`src/rtl/sram_1rw_req_ctrl.sv`:
```
// Arbitrates independent write/read request channels onto a single-port SRAM
// and buffers the one-cycle-late read data in a credit-protected response FIFO.
module sram_1rw_req_ctrl #(
    parameter  int ADDR_W    = 8,
    parameter  int DATA_W    = 256,
    parameter  int RSP_DEPTH = 4,
    localparam int PTR_W     = $clog2(RSP_DEPTH),
    localparam int CNT_W     = PTR_W + 1
) (
    input  logic              clock,
    input  logic              reset,
    input  logic              wr_valid,
    output logic              wr_ready,
    input  logic [ADDR_W-1:0] wr_addr,
    input  logic [DATA_W-1:0] wr_data,
    input  logic              rd_valid,
    output logic              rd_ready,
    input  logic [ADDR_W-1:0] rd_addr,
    output logic              rsp_valid,
    input  logic              rsp_ready,
    output logic [DATA_W-1:0] rsp_data,
    output logic              sram_valid,
    output logic              sram_write,
    output logic [ADDR_W-1:0] sram_addr,
    output logic [DATA_W-1:0] sram_wdata,
    input  logic [DATA_W-1:0] sram_rdata,
    output logic [CNT_W-1:0]  rsp_count
);

    logic              r_inflight;
    logic              r_prio_rd;
    logic [PTR_W-1:0]  r_wr_ptr;
    logic [PTR_W-1:0]  r_rd_ptr;
    logic [CNT_W-1:0]  r_count;
    logic [DATA_W-1:0] r_fifo_mem [RSP_DEPTH];

    logic [CNT_W:0]    w_credit_used;
    logic              w_rd_elig;
    logic              w_wr_req;
    logic              w_grant_wr;
    logic              w_grant_rd;
    logic              w_prio_next;
    logic              w_push;
    logic              w_pop;

    // A read still in the SRAM pipeline already owns a FIFO slot; a same-cycle
    // pop is deliberately not counted as freeing one.
    assign w_credit_used = {1'b0, r_count} + {{CNT_W{1'b0}}, r_inflight};
    assign w_rd_elig     = rd_valid & ~reset & (w_credit_used < (CNT_W+1)'(RSP_DEPTH));
    assign w_wr_req      = wr_valid & ~reset;

    always_comb begin
        w_grant_wr  = 1'b0;
        w_grant_rd  = 1'b0;
        w_prio_next = r_prio_rd;
        if (w_wr_req && w_rd_elig) begin
            w_grant_rd  = r_prio_rd;
            w_grant_wr  = ~r_prio_rd;
            w_prio_next = ~r_prio_rd;
        end else if (w_wr_req) begin
            w_grant_wr = 1'b1;
        end else if (w_rd_elig) begin
            w_grant_rd = 1'b1;
        end
    end

    assign wr_ready   = w_grant_wr;
    assign rd_ready   = w_grant_rd;
    assign sram_valid = w_grant_wr | w_grant_rd;
    assign sram_write = w_grant_wr;
    assign sram_addr  = w_grant_wr ? wr_addr : rd_addr;
    assign sram_wdata = wr_data;

    // Read data appears one cycle after issue, so the in-flight flag is the push.
    assign w_push    = r_inflight;
    assign rsp_valid = (r_count != '0) & ~reset;
    assign w_pop     = rsp_valid & rsp_ready;
    assign rsp_data  = r_fifo_mem[r_rd_ptr];
    assign rsp_count = r_count;

    always_ff @(posedge clock) begin
        if (reset) begin
            r_inflight <= 1'b0;
            r_prio_rd  <= 1'b1;
            r_wr_ptr   <= '0;
            r_rd_ptr   <= '0;
            r_count    <= '0;
        end else begin
            r_inflight <= w_grant_rd;
            r_prio_rd  <= w_prio_next;
            if (w_push) begin
                r_wr_ptr <= r_wr_ptr + PTR_W'(1);
            end
            if (w_pop) begin
                r_rd_ptr <= r_rd_ptr + PTR_W'(1);
            end
            case ({w_push, w_pop})
                2'b10:   r_count <= r_count + CNT_W'(1);
                2'b01:   r_count <= r_count - CNT_W'(1);
                default: r_count <= r_count;
            endcase
        end
    end

    always_ff @(posedge clock) begin
        if (w_push && !reset) begin
            r_fifo_mem[r_wr_ptr] <= sram_rdata;
        end
    end

endmodule
```
`config.mk`:
```
export PLATFORM = sky130hd
export DESIGN_NAME = sram_1rw_req_ctrl
export DESIGN_NICKNAME = d
export VERILOG_FILES = /design/src/rtl/sram_1rw_req_ctrl.sv
export SDC_FILE = /design/constraint.sdc
export NUM_CORES = 1
export LEC_CHECK = 0
export ABC_AREA = 1
export CAP_MARGIN = 10
export CELL_PAD_IN_SITES_DETAIL_PLACEMENT = 1
export CELL_PAD_IN_SITES_GLOBAL_PLACEMENT = 2
export CORE_AREA = 5 5 406 408
export CTS_BUF_LIST = sky130_fd_sc_hd__clkbuf_8
export DETAILED_ROUTE_END_ITERATION = 8
export DIE_AREA = 0 0 411 413
export GPL_TIMING_DRIVEN = 0
export HOLD_SLACK_MARGIN = 0.05
export PLACE_DENSITY = 0.67
export SYNTH_ARGS = -nofsm -noshare
export SYNTH_HDL_FRONTEND = slang
export SYNTH_SLANG_ARGS = --single-unit
```
`constraint.sdc`:
```
create_clock -name clock -period 16.61 [get_ports clock]
set_input_delay 4.983 -clock clock [delete_from_list [all_inputs] [get_ports clock]]
set_output_delay 4.983 -clock clock [all_outputs]
set_load 0.02 [all_outputs]
```
==> impl_metrics.tcl, run 1 <==
set metrics [dict create \
    power.density_nw_per_um2 105 \
    p_comb_share_pct 14.3 \
    cpPeakStageDelay_ps 610 \
    slew-limit-headroom_pct 40.6 \
    drive_above_1_share_pct 20.3 \
    status "completed" \
    critPathRequiredTime_ps 11630 \
    power.total_mw 5.97 \
    use_met3_pct 6.46 \
    crit_type "in2out" \
    sw_frac_of_total_pct 26.4 \
    synth_cell_type_count 22 \
    synth_area_um2 41400 \
    cts.clk_slew.worst_paths_ps 60 \
    reg2regPathDepth 8 \
    hold_violations 0 \
    drt-total-wl_um 177000 \
    cp_max_fo 10 \
    hold_ws_ps 508 \
    tritoncts "built" \
    yosys.area.top_type_share_pct 74.4 \
    cts_htree_levels 4 \
    first_pass_iters 5 \
    grtUsageTotal_pct 20.0 \
    areaGrowthSynthToFinish_pct 37.0 \
    clock-sinks 1035 \
    postLayoutCoreUtil_pct 35.1 \
    coreArea_um2 161000 \
    vias 28300 \
    p_int_mw 4.39 \
    ir_worst_vdd_mv 0.0650 \
    cp_cell_sequence "clkdlybuf4s50_1, inv_1, nand2_1, inv_1, clkbuf_1, nand3_1, nand2_1, clkdlybuf4s50_1" \
    power_frac_clock_pct 36.7 \
    final_common_cell "edfxtp_1" \
    layout_common_cells "edfxtp_1 (1024), clkdlybuf4s50_1 (804), o21ai_0 (510)" \
    wl_per_cell_um 28.4 \
    p_switching_mw 1.58 \
    tightest_slew_ps 889 \
    hold_class "reg2reg" \
    post_cts_resize_count 0 \
    gp_congestion 0.887 \
    synth_cells 2841 \
    drtAntennaViolNets 0 \
    slowest_stage "clkdlybuf4s50_1" \
    grtUsageMet1_pct 22.5 \
    clk_latency_ps 890 \
    die_h_um 413 \
    antenna_found_initial 107 \
    first_iter_violations 1758 \
    final-setup-viol-count 0 \
    start_util_pct 25.6 \
    avgSynthCellArea_um2 14.6 \
    cp.arrival_ps 7040 \
    power.leakage_nw 19.2 \
    clk_root_buffer_cell "clkbuf_8" \
    clock_path_buffers 3 \
    ctsHoldBuffers 0 \
    grt_remaining_overflow 0 \
    end_kind "primary output" \
    yosys_register_bits 1035 \
    skew_ps 57.6 \
    grt_max_degree 28 \
    finalMaxSlewViolations 0 \
    worst_slack_ps 4580 \
    finalCritPeriodShare_pct 72.4 \
    layout.nets 4412 \
    vias_per_cell 4.53 \
    p_seq_share_pct 49.0 \
    clock.fmax_mhz 83.1 \
    fillers 17100 \
    rsz0062_at_grt "no" \
    dieArea_um2 170000 \
    min_period_ps 12030 \
    use_met2_pct 35.3 \
    ys_seq_area_share_pct 74.9 \
    die_x_um 411 \
    post_cts_buffers 0 \
    ys_warn_count 0 \
    syn_nets 3380 \
    ioPinCount 1061 \
    dp_slack_ps 4550 \
    synth_top_area_cell "edfxtp_1" \
    numCtsBuffers 179 \
    top_usage_layer "met2" \
    grt_pass1_wl_um 236000 \
    dpl.hpwl_um 137000 \
    synthTopCellsByArea "edfxtp_1 (74%), o21ai_0 (6.2%), buf_4 (5.0%), nor2_1 (3.8%), o22ai_2 (3.0%)" \
    place.port_buffers 804 \
    drc 0 \
    hold_depth 2 \
    cp-start-kind "input port" \
    rows 148 \
    grt_pass1_vias 29100 \
    cap_violations 0 \
]
==> worst paths after layout <==
path,slack [ps],startpoint,to
worst max-delay path,4580,reset,sram_addr[1]
worst min-delay path,510,r_rd_ptr[1],register
worst max register to register,13670,r_inflight,r_fifo_mem[2][117]
worst min register to register,510,r_rd_ptr[1],register
==> worst max-delay path: cells and delay by family <==
kind	cells	cell delay [ps]
buf+inv	5	1650
simple gates	3	390
==> logic make-up after synthesis <==
kind of cell / count (synthesis) / share of synthesized area (%)
AOI/OAI and AO/OA: 785 / 11.8
adders and majority gates: 6 / 0.200
buffers and inverters: 450 / 7.32
DFF: 1035 / 74.9
and+or+nand+nor: 565 / 5.80
==> metal layers <==
| layer | routed length (um) | up-vias |
|---|---|---|
| li1 | - | 12500 |
| met1 | 66500 | 14300 |
| met2 | 90100 | 1109 |
| met3 | 13600 | 317 |
| met4 | 6840 | 16 |
| met5 | 107 | - |
==> power by group through the flow <==
stage	Clock (mW)	Sequential, mW	Combinational (mW)
after floorplan	0	3.00	0.384
after global routing	2.39	2.93	0.899
after global placement	0	3.01	0.841
after CTS	2.27	2.93	0.864
after detailed placement	0	2.98	0.861
final	2.19	2.93	0.851
==> metrics by stage <==
stage / instances / setup TNS (ps) / area (um^2)
finish: 6245 / 0 / 56600
global placement: 5820 / - / 52100
CTS: 6198 / 0 / 56500
detailed placement: 5867 / 0 / 53200
floorplan: 2841 / -366500 / 41400
global route: 6222 / 0 / 56600
==> layout make-up <==
cell class | instances | area [um^2] | share of cell area (%)
Antenna cell | 47 | 118 | 0.208
Buffer | 428 | 2940 | 5.19
Clock buffer | 184 | 2530 | 4.47
Clock inverter | 147 | 826 | 1.46
Inverter | 22 | 85.1 | 0.150
Multi-Input combinational cell | 1356 | 7390 | 13.0
Sequential cell | 1035 | 31000 | 54.7
Tap cell | 2175 | 2720 | 4.80
Timing Repair Buffer | 851 | 9060 | 16.0
==> synth_stat cells, drive strengths merged <==
cell type	number
buf	347
edfxtp	1024
dfxtp	11
a21oi	10
o22ai	256
nand3	13
nor2	520
nand4	4
o21ai	518
inv	22
ha	5
clkbuf	81
nand2	28
o21bai	1
fa	1
==> flip-flops by register name, indices dropped and copies added (netlist names), named ones only <==
register and count:
r_rd_ptr 2, r_inflight 1, r_fifo_mem 1024, rsp_count 3, r_wr_ptr 2, r_prio_rd 1
Power figures use the tool's default switching activity.
==> run 2: changes to the inputs <==
==> constraint.sdc (replaced) <==
create_clock -name clock -period 10.6 [get_ports clock]
set_input_delay 3.18 -clock clock [delete_from_list [all_inputs] [get_ports clock]]
set_output_delay 3.18 -clock clock [all_outputs]
set_load 0.02 [all_outputs]
==> impl_metrics.tcl, run 2 (same netlist as run 1, synthesis figures left out) <==
set metrics [dict create \
    finalMaxSlewViolations 0 \
    placed_area_um2 53100 \
    grt_remaining_overflow 0 \
    tightest_slew_ps 791 \
    status "completed" \
    slew-limit-headroom_pct 47.3 \
    hold_class "reg2reg" \
    cp-start-kind "input port" \
    end_kind "primary output" \
    layout_common_cells "edfxtp_1 (1024), clkdlybuf4s50_1 (804), o21ai_0 (510)" \
    dpl.hpwl_um 138000 \
    final_common_cell "edfxtp_1" \
    hold_violations 0 \
    vias_per_cell 4.51 \
    clk_root_buffer_cell "clkbuf_8" \
    drt-total-wl_um 179000 \
    ir_worst_vdd_mv 0.129 \
    final-setup-viol-count 0 \
    drive_above_1_share_pct 20.5 \
    first_iter_violations 1521 \
    final_area_um2 56600 \
    cap_violations 0 \
    cts_htree_levels 4 \
    dieArea_um2 170000 \
    grt_pass1_vias 29400 \
    wl_per_cell_um 28.7 \
    critPathRequiredTime_ps 7420 \
    ioPinCount 1061 \
    die_h_um 413 \
    clock_path_buffers 3 \
    largest_reg_flops 1024 \
    reg2regPathDepth 7 \
    cp_max_fo 10 \
    postLayoutCoreUtil_pct 35.1 \
    areaGrowthSynthToFinish_pct 36.8 \
    setup_tns_ps 0 \
    power.total_mw 9.36 \
    placed_cells 5865 \
    first_pass_iters 5 \
    die_x_um 411 \
    ctsHoldBuffers 0 \
    coreArea_um2 161000 \
    cp.arrival_ps 5260 \
    clock.fmax_mhz 118 \
    grtUsageTotal_pct 20.2 \
    crit_type "in2out" \
    gp_congestion 0.877 \
    cts.clk_slew.worst_paths_ps 60 \
    hold_depth 2 \
    top_register "r_fifo_mem" \
    vias 28100 \
    clock-sinks 1035 \
    post_cts_buffers 0 \
    layout.nets 4411 \
    min_period_ps 8440 \
    numCtsBuffers 180 \
    drtAntennaViolNets 0 \
    final_cells 6241 \
    post_cts_resize_count 0 \
    multi_input_area_um2 7390 \
    power.leakage_nw 19.2 \
    drc 0 \
    rsz0062_at_grt "no" \
    start_util_pct 25.6 \
    regArea_um2 31000 \
    fillers 17100 \
    skew_ps 41.5 \
    power.density_nw_per_um2 165 \
    rows 148 \
    place.port_buffers 804 \
    finalCritPeriodShare_pct 79.7 \
    antenna_found_initial 100 \
    grt_pass1_wl_um 238000 \
    clk_latency_ps 900 \
    tritoncts "built" \
    grt_max_degree 28 \
]
==> run 2: cell types whose count changed in the layout (fill, tap and decap cells not counted) <==
cell        previous run  this run
clkinv_2              12        21
inv_1                 91        85
buf_16                 9         4
clkinv_1              45        40
inv_8                  2         6
buf_12                38        41
inv_12                 5         3
inv_6                  2         0
clkbuf_8             184       183
clkinv_4               0         1
clkinv_8               2         3
clkinvlp_4             4         3
==> run 2: critical path, stage by stage <==
cell	delay, ps
clkdlybuf4s50_1	460
inv_1	160
nand2_1	130
inv_1	110
clkbuf_1	370
nand3_1	140
nand2_1	80
clkdlybuf4s50_1	620
==> run 2: per-layer routing <==
metal	GRT usage [%]	vias to the layer above	wire length [um]
li1	-	12500	-
met2	35.1	1099	90700
met4	7.68	20	5760
met1	23.1	14200	67800
met3	6.82	308	14900
met5	0	-	119
==> run 2: layout make-up <==
class | instances | area share, %
timing repair buffer | 849 | 15.9
clock inverter | 146 | 1.49
clock buffer | 183 | 4.45
multi-input combinational | 1356 | 13.1
sequential | 1035 | 54.8
tap | 2175 | 4.81
buffer | 428 | 5.20
inverter | 22 | 0.150
antenna | 47 | 0.208
==> run 2: worst paths after layout <==
check | start | to | slack [ps]
worst max-delay path | reset | sram_addr[1] | 2160
worst min-delay path | r_prio_rd | r_prio_rd | 520
worst max register to register | r_inflight | r_fifo_mem[0][180] | 7780
worst min register to register | r_prio_rd | r_prio_rd | 520
==> run 2: where the power goes <==
part           leakage (nW)  internal [mW]  switching (mW)
clock network          1.96           1.75            1.69
logic                  7.91          0.560           0.776
registers              9.34           4.57          0.0164
total                  19.2           6.88            2.48
==> run 2: per-stage QoR <==
stage	hold slack, ps	setup WS (ps)
after global routing	551	1970
after detailed placement	505	2140
after global placement	487	-7810
after floorplan	465	-273
after CTS	515	2140
final	516	2160
